<file path="src/rtl/alu_mdu.sv">
// alu_mdu: handshaked ALU with an iterative shift-add multiplier and restoring divider.
// Define ALU_DIV_EN to build the divider; without it DIVU/REMU pass A in a single cycle.
module alu_mdu #(
  parameter int unsigned WIDTH = 32,
  parameter int unsigned SHW   = $clog2(WIDTH)
) (
  input  logic             clk,
  input  logic             rst_n,
  input  logic             in_valid,
  output logic             in_ready,
  input  logic [3:0]       op,
  input  logic [WIDTH-1:0] A,
  input  logic [WIDTH-1:0] B,
  output logic             out_valid,
  input  logic             out_ready,
  output logic [WIDTH-1:0] ALU_result,
  output logic             zero
);

  localparam logic [3:0] OpAnd   = 4'b0000;
  localparam logic [3:0] OpOr    = 4'b0001;
  localparam logic [3:0] OpAdd   = 4'b0010;
  localparam logic [3:0] OpXor   = 4'b0011;
  localparam logic [3:0] OpSll   = 4'b0100;
  localparam logic [3:0] OpSrl   = 4'b0101;
  localparam logic [3:0] OpSub   = 4'b0110;
  localparam logic [3:0] OpSra   = 4'b0111;
  localparam logic [3:0] OpSlt   = 4'b1000;
  localparam logic [3:0] OpSltu  = 4'b1001;
  localparam logic [3:0] OpMul   = 4'b1010;
  localparam logic [3:0] OpMulhu = 4'b1011;
`ifdef ALU_DIV_EN
  localparam logic [3:0] OpDivu  = 4'b1100;
  localparam logic [3:0] OpRemu  = 4'b1101;
`endif

  localparam logic [SHW:0] CntInit = (SHW+1)'(WIDTH-1);
  localparam logic [SHW:0] CntOne  = (SHW+1)'(1);

  typedef enum logic [1:0] {
    StIdle = 2'd0,
    StMul  = 2'd1,
`ifdef ALU_DIV_EN
    StDiv  = 2'd2,
`endif
    StDone = 2'd3
  } state_e;

  state_e             state_q, state_d;
  logic               issue_q, issue_d;
  logic [3:0]         op_q, op_d;
  logic [WIDTH-1:0]   a_q, a_d;
  logic [WIDTH-1:0]   b_q, b_d;
  logic [SHW:0]       cnt_q, cnt_d;
  logic [2*WIDTH-1:0] prod_q, prod_d;
  logic [WIDTH-1:0]   result_q, result_d;
  logic               zero_q, zero_d;

  logic [SHW-1:0]     shamt;
  logic [WIDTH-1:0]   alu_res;
  logic               is_mul;
  logic [WIDTH:0]     mul_sum;
  logic [2*WIDTH-1:0] mul_next;
  logic [WIDTH-1:0]   mul_res;

  assign shamt  = b_q[SHW-1:0];
  assign is_mul = (op_q == OpMul) || (op_q == OpMulhu);

  always_comb begin
    alu_res = a_q;
    case (op_q)
      OpAnd:   alu_res = a_q & b_q;
      OpOr:    alu_res = a_q | b_q;
      OpAdd:   alu_res = a_q + b_q;
      OpXor:   alu_res = a_q ^ b_q;
      OpSll:   alu_res = a_q << shamt;
      OpSrl:   alu_res = a_q >> shamt;
      OpSub:   alu_res = a_q - b_q;
      OpSra:   alu_res = WIDTH'($signed(a_q) >>> shamt);
      OpSlt:   alu_res = {{(WIDTH-1){1'b0}}, $signed(a_q) < $signed(b_q)};
      OpSltu:  alu_res = {{(WIDTH-1){1'b0}}, a_q < b_q};
      default: alu_res = a_q;
    endcase
  end

  // Multiplier sits in the low half of prod and shifts out as the product shifts in.
  assign mul_sum  = {1'b0, prod_q[2*WIDTH-1:WIDTH]} +
                    {1'b0, (prod_q[0] ? a_q : {WIDTH{1'b0}})};
  assign mul_next = {mul_sum, prod_q[WIDTH-1:1]};
  assign mul_res  = op_q[0] ? mul_next[2*WIDTH-1:WIDTH] : mul_next[WIDTH-1:0];

`ifdef ALU_DIV_EN
  logic               is_div;
  logic [WIDTH:0]     div_trial;
  logic [2*WIDTH-1:0] div_next;
  logic [WIDTH-1:0]   div_res;

  assign is_div = (op_q == OpDivu) || (op_q == OpRemu);

  // prod holds {remainder, dividend/quotient}; a borrow in bit WIDTH means restore.
  assign div_trial = {prod_q[2*WIDTH-1:WIDTH], prod_q[WIDTH-1]} - {1'b0, b_q};
  assign div_next  = div_trial[WIDTH] ? {prod_q[2*WIDTH-2:0], 1'b0}
                                      : {div_trial[WIDTH-1:0], prod_q[WIDTH-2:0], 1'b1};
  assign div_res   = op_q[0] ? div_next[2*WIDTH-1:WIDTH] : div_next[WIDTH-1:0];
`endif

  always_comb begin
    state_d  = state_q;
    issue_d  = issue_q;
    op_d     = op_q;
    a_d      = a_q;
    b_d      = b_q;
    cnt_d    = cnt_q;
    prod_d   = prod_q;
    result_d = result_q;
    zero_d   = zero_q;

    case (state_q)
      StIdle: begin
        // issue_q marks the cycle after accept where latched operands are dispatched.
        if (issue_q) begin
          issue_d = 1'b0;
          if (is_mul) begin
            state_d = StMul;
            cnt_d   = CntInit;
            prod_d  = {{WIDTH{1'b0}}, b_q};
`ifdef ALU_DIV_EN
          end else if (is_div) begin
            state_d = StDiv;
            cnt_d   = CntInit;
            prod_d  = {{WIDTH{1'b0}}, a_q};
`endif
          end else begin
            state_d  = StDone;
            result_d = alu_res;
            zero_d   = (alu_res == '0);
          end
        end else if (in_valid) begin
          issue_d = 1'b1;
          op_d    = op;
          a_d     = A;
          b_d     = B;
        end
      end
      StMul: begin
        prod_d = mul_next;
        cnt_d  = cnt_q - CntOne;
        if (cnt_q == '0) begin
          state_d  = StDone;
          cnt_d    = '0;
          result_d = mul_res;
          zero_d   = (mul_res == '0);
        end
      end
`ifdef ALU_DIV_EN
      StDiv: begin
        prod_d = div_next;
        cnt_d  = cnt_q - CntOne;
        if (cnt_q == '0) begin
          state_d  = StDone;
          cnt_d    = '0;
          result_d = div_res;
          zero_d   = (div_res == '0);
        end
      end
`endif
      StDone: begin
        if (out_ready) begin
          state_d = StIdle;
        end
      end
      default: state_d = StIdle;
    endcase
  end

  always_ff @(posedge clk or negedge rst_n) begin
    if (!rst_n) begin
      state_q  <= StIdle;
      issue_q  <= 1'b0;
      op_q     <= '0;
      a_q      <= '0;
      b_q      <= '0;
      cnt_q    <= '0;
      prod_q   <= '0;
      result_q <= '0;
      zero_q   <= 1'b0;
    end else begin
      state_q  <= state_d;
      issue_q  <= issue_d;
      op_q     <= op_d;
      a_q      <= a_d;
      b_q      <= b_d;
      cnt_q    <= cnt_d;
      prod_q   <= prod_d;
      result_q <= result_d;
      zero_q   <= zero_d;
    end
  end

  assign in_ready   = (state_q == StIdle) && !issue_q;
  assign out_valid  = (state_q == StDone);
  assign ALU_result = result_q;
  assign zero       = zero_q;

endmodule
</file>
<file path="config.mk">
export PLATFORM = sky130hd
export DESIGN_NAME = alu_mdu
export DESIGN_NICKNAME = d
export VERILOG_FILES = /design/src/rtl/alu_mdu.sv
export SDC_FILE = /design/constraint.sdc
export NUM_CORES = 1
export LEC_CHECK = 0
export ABC_AREA = 1
export CAP_MARGIN = 15
export CORE_ASPECT_RATIO = 2
export CORE_MARGIN = 2
export CORE_UTILIZATION = 33
export CTS_BUF_LIST = sky130_fd_sc_hd__clkbuf_4 sky130_fd_sc_hd__clkbuf_8
export DETAILED_ROUTE_END_ITERATION = 10
export PLACE_DENSITY = 0.49
export SKIP_LAST_GASP = 1
export SLEW_MARGIN = 20
export SYNTH_ARGS = -nofsm -noshare
export SYNTH_HDL_FRONTEND = slang
export SYNTH_SLANG_ARGS = --single-unit
</file>
<file path="constraint.sdc">
create_clock -name clk -period 3.6 [get_ports clk]
set_input_delay 0.72 -clock clk [delete_from_list [all_inputs] [get_ports clk]]
set_output_delay 0.72 -clock clk [all_outputs]
set_load 0.02 [all_outputs]
</file>
Word-level counts from Yosys, hierarchy flattened --
Index checks and enable logic that the tools add are counted.
Word-level totals: flip-flop bits (word level) 174, input port bits 72, output and inout bits 35
Cells by class: add/sub/neg operators 4, magnitude comparators 2, equality and inequality tests 18, shift-type cells 3, multiplexer cells 25, bitwise operators 4, reduce and logical (&&, ||, !) cells 13
Operator list (number):
- one-hot mux 32 bit (10 select lines) | 1
- two-way mux 32 bit | 5
- two-way mux 64 bit | 2
- one-hot mux 64 bit (2 select lines) | 1
- zero test 32 bit | 2
- less-than comparator 32 bit | 2
- one-hot mux 32 bit (2 select lines) | 1
- adder 32 x 32 -> 33 bit | 1
- adder 32 bit | 1
- bitwise AND 32 bit | 1
- OR 32 bit | 1
- left shift 32 x 5 -> 32 bit | 1
- right shift 32 x 5 -> 32 bit | 1
- >>> shifter 32 x 5 -> 32 bit | 1
- subtractor 32 bit | 1
- XOR 32 bit | 1
- two-way mux 6 bit | 3
- equality test 4 x 3 -> 1 bit (second input constant) | 4
- equality test 4 bit (second input constant) | 4
- one-hot mux 6 bit (2 select lines) | 1
- AND reduction 3 bit | 3
- equality test 4 x 2 -> 1 bit (second input constant) | 2
- two-way mux 2 bit | 4
- != test 2 bit (second input constant) | 4
- 17 further kinds | 21

Logic depth before layout (Yosys ltp) --
depth after elaboration 6, gate-level depth with buffers 27, gate-level depth less buffers 24

Least setup slack after synthesis --
Ideal clock, no wire load.
path type register to register, start point register b_q[4], end point register zero_q (netlist: zero), library setup time 66 ps, arrival time 2777 ps, data required time 3534 ps, path slack 757 ps, cell stages (with the launch flop) 25, cell sequence dfrtp_1 > buf_2 > clkinv_1 > clkbuf_1 > ha_1 > buf_2 > nor2_1 > nand3_1 > nand3_1 > nand2_1 > nand3_1 > nand2_1 > nand2_1 > nand2_1 > nand3_1 > nand2_1 > nor2_1 > nand2_1 > nor2_1 > nand2_1 > nor2_1 > nand3_1 > nand2_1 > nand2_1 > nand2_1
Between the ends: cells in the longest elaborated chain, start to end 6, elaborated cells on any way between the ends 15, classes of those cells add/sub: 2; order compare: 2; shift: 3; mux: 4; bitwise: 3; reduce/logical: 1
Ends and longest elaborated chain:
- start, declared | line 53 | logic [WIDTH-1:0] b_q, b_d;
- start signal, assigned | line 182 | b_q <= '0;
- start signal, assigned | line 192 | b_q <= b_d;
- subtractor 32 bit (tied with other cells) | line 78 | OpSub: alu_res = a_q - b_q;
- one-hot mux 32 bit (10 select lines) * | line 71 | case (op_q)
- zero test 32 bit * | line 136 | zero_d = (alu_res == '0);
- two-way mux 1 bit * | line 123 | if (is_mul) begin
- two-way mux 1 bit * | line 121 | if (issue_q) begin
- one-hot mux 1 bit (2 select lines) * | line 118 | case (state_q)
- end signal, assigned | line 196 | zero_q <= zero_d;
- end, declared | line 57 | logic zero_q, zero_d;
Mark *: on every way between the ends. The rest lies on a longest branch, timed or not. The select of a mux whose other input is x is not followed. A chain may end at the register's enable or synchronous reset.

Worst setup path in the final report --
start point register a_q[31], end point register zero_q (netlist: zero)
Between the ends: cells in the longest elaborated chain, start to end 6, elaborated cells on any way between the ends 20, classes of those cells add/sub: 3; order compare: 2; shift: 3; mux: 7; bitwise: 3; reduce/logical: 2
Ends and longest elaborated chain:
- start, declared | line 52 | logic [WIDTH-1:0] a_q, a_d;
- start signal, assigned | line 181 | a_q <= '0;
- start signal, assigned | line 191 | a_q <= a_d;
- subtractor 32 bit (tied with other cells) | line 78
- one-hot mux 32 bit (10 select lines) / adder 32 x 32 -> 33 bit (equally long branches) | line 71, 87
- zero test 32 bit / two-way mux 32 bit (equally long branches) | line 136, 90
- two-way mux 1 bit / zero test 32 bit (equally long branches) | line 123, 152
- two-way mux 1 bit, on equally long branches | line 121, 148
- one-hot mux 1 bit (2 select lines) * | line 118
Marked as above.

==> summary.txt <==
Outcome
  – Status: finished clean

Clocking
  – CTS tree: yes
  – Clock Sinks: ~170
  – Hold_buf cts: 0
  – Clock transition at path regs: 0.12 ns
  – Root Buffer Master: clkbuf_8
  – CTS Buf Count: 17
  – Htree depth: 4
  – Maximum clock insertion buffer count: 2
  – Clock network latency to the later pin of the worst-skew pair: 0.62 ns

Global route
  – Initial antenna violation count: 2
  – Gr ovfl total: 0
  – Number of global-route vias before repair: between 20000 and 30000
  – First-pass GRT wire length: about 170 mm
  – Largest net degree at the start of global routing: slightly above 70
  – Total GRT Usage: 36.07%

Timing
  – Fin. Hold Viols: 0
  – Minimum clock period: between 3 and 4 ns
  – Slew at the pin closest to its max-slew limit: 0.9193 ns
  – Slew Limit Fails: 0
  – Setup Skew: 0.01622 ns
  – Fmax: between 200 and 300 MHz
  – Tcrit/Tclk final: between 90% and 100%
  – Final Setup Violations: 0
  – Rel. slew slack: roughly two fifths

Run
  – Max Cap Violations: 0

Finish
  – Storage cell area: ~0.0044 sq mm
  – Post-route cell area: around 0.024 sq mm
  – Ratio of cells with drive above 1 in the final layout: about 10%
  – Layout area overhead: 20.20%
  – # fillers: between 7000 and 8000
  – Layout Utilization: about two fifths
  – Nets: ~3900
  – Multi-input gate area: between 0.01 and 0.015 sq mm

Floorplanning
  – Die width: about 180 microns
  – Die height: ~350 microns
  – Die area: approximately 0.064 sq mm
  – Core area: slightly above 0.06 sq mm
  – Core Rows: roughly 130
  – IO Pins: 107
  – Starting density of the core: around a third

Worst setup path
  – Worst reg-to-reg setup slack: slightly above 0.1 ns
  – Cells on worst reg2reg path: 18
  – Worst path required time: 4.17 ns
  – Crit start category: flip-flop
  – Critical path peak fanout: 7
  – Critical Path Sink Type: flip-flop
  – Worst setup path category: reg -> reg
  – Critical path data arrival time: ~4 ns
  – Reg-to-reg endpoint: zero$_DFFE_PN0P_
  – RR Startpoint: a_q[31]$_DFFE_PN0P_

Synth
  – Post-Syn Area per Cell: 5.804 sq um
  – Synth area leaders: dfrtp_1, nand2_1, nand3_1
  – Cell type with the largest total area after synthesis: dfrtp_1
  – Flops & latches, synth: 174
  – Synth Area in Adders: 8.793%
  – Mapped Area: 0.02032 sq mm
  – Synth Area in XOR/XNOR: less than 1%
  – Largest family of logic cells by synthesized area: simple AND/OR/NAND/NOR gates
  – Yosys cell types: between 50 and 60
  – Register area share after synthesis: between 20% and 30%
  – Cell with the most instances after synthesis: nand2_1
  – Post-synthesis compound-gate area fraction: 14.72%
  – EDFF count, synth: 0
  – Post-synth top flop: dfrtp_1
  – Warnings, synthesis: 0
  – Async set-reset flop share out of synthesis: 100.0%
  – Total nets after synthesis: between 3000 and 4000
  – Top-area cell type share of the netlist area: a little over a fifth
  – Synth Area in Simple Gates: 42.56%
  – Post-synthesis cell count: 3501
  – Commonest cells in the synthesized netlist: nand2_1, nand3_1, inv_1
  – Mux share of post-synthesis cell area: 0%

Routing
  – Drc violations: 0
  – Number of DRC markers in iteration 0: approximately 2000
  – Final wirelength: 116.7 mm
  – Drt first pass iters: 6
  – DRT antenna net count: 0
  – Vias after detailed routing: 25034
  – Vias per inst: around 5.5
  – Routed WL per cell: about 26 microns

Place
  – RePlAce Congestion: 1.057
  – Post-DP HPWL: between 90 and 100 mm
  – Placed standard-cell area: around 0.024 sq mm
  – Port bufs: about 110

Min path
  – HP Class: in -> async
==> what timing repair did <==
item,CTS,global route
setup endpoints to repair,3,4
gates resized for setup,15,30
buffers inserted,0,2
pin swaps,0,2
==> metrics by stage <==
stage          worst slack, ns  instances  TNS (ns)  hold WS (ns)
3_3_place_gp           -0.6099       4489   -0.8753        0.4648
5_1_grt               -0.02503       4525  -0.02503        0.1037
4_1_cts               0.009256       4521         0       0.07514
2_1_floorplan           0.7575       3501         0        0.4244
3_5_place_dp           -0.5242       4489   -0.7104        0.4651
6_report                0.1033       4525         0       0.07065
==> worst max path at each step <==
stage	start	to	depth (start not counted)
finish	a_q[31]$_DFFE_PN0P_	zero$_DFFE_PN0P_	18
global route	a_q[0]$_DFFE_PN0P_	zero$_DFFE_PN0P_	24
CTS	b_q[21]$_DFFE_PN0P_	zero$_DFFE_PN0P_	17
detailed placement	a_q[27]$_DFFE_PN0P_	zero$_DFFE_PN0P_	20
global placement	a_q[31]$_DFFE_PN0P_	zero$_DFFE_PN0P_	18
floorplan	b_q[4]$_DFFE_PN0P_	zero$_DFFE_PN0P_	24
==> cells in the final DEF (no fill, tap or decap), types with 6 or more instances in the layout <==
master and n:
a211oi_1 6, a21o_1 7, a21oi_1 199, a31oi_1 6, a32o_1 14, and2_1 12, buf_12 22, buf_4 246
clkbuf_8 18, clkdlybuf4s50_1 105, dfrtp_1 162, dfrtp_2 12, ha_1 130, ha_2 8, inv_1 423, inv_2 10
nand2_1 1059, nand2_2 17, nand3_1 502, nand3b_1 17, nand4_1 35, nor2_1 353, nor2_2 6, nor2_4 6
nor3_1 28, o211ai_1 52, o21ai_0 172, o21ai_1 17, o21bai_1 11, o22ai_1 11, xor2_1 7
==> layout make-up <==
class | count | area share [%]
antenna | 2 | 0.02049
clock buffer | 18 | 0.9886
clock inverter | 14 | 0.7069
inverter | 436 | 6.715
multi-input combinational | 2727 | 55.96
sequential | 174 | 17.89
tap | 780 | 3.995
timing repair buffer | 374 | 13.72
==> kinds of logic (layout without fill, tap and decap cells) <==
kind of cell             after synthesis  after routing
flip-flops                           174            174
AO/OA/AOI/OAI                        523            523
other                                  0              2
buffers and inverters                600            842
AND/OR/NAND/NOR                     2053           2053
adder cells (fa/ha/maj)              141            141
XOR/XNOR                              10             10
==> worst max-delay path, cell delays in order, from the launching register on <==
cell and delay, ns:
dfrtp_2 0.57, inv_1 0.20, ha_1 0.54, nor2_1 0.10, nand2_1 0.15, inv_1 0.05
nand2_1 0.06, nand2_1 0.09, a21oi_4 0.23, nand3_1 0.16, nand3_1 0.18, nand3_2 0.16
nor2_4 0.21, nand3_1 0.20, nor3_1 0.17, nand3_1 0.15, nand2_1 0.09, nand2_1 0.05
nand2_1 0.08
==> sequential cells by signal, summed over array words and instances, names as in the netlist <==
register and cells:
op_q 4, prod_q 64, b_q 32, zero 1, a_q 32, state_q 2, issue_q 1, cnt_q 6
ALU_result 32
==> layer usage <==
metal	part of all wire, %	GRT usage, %	vias to the layer above
met3	4.2	4.697	416
met5	0	0	-
met2	51	66.02	1016
met4	11	33.64	0
met1	34	34.70	11768
li1	-	-	11834
Power is not shown: default switching activity piles up to over one toggle a cycle in this logic, so the estimate is an artifact.
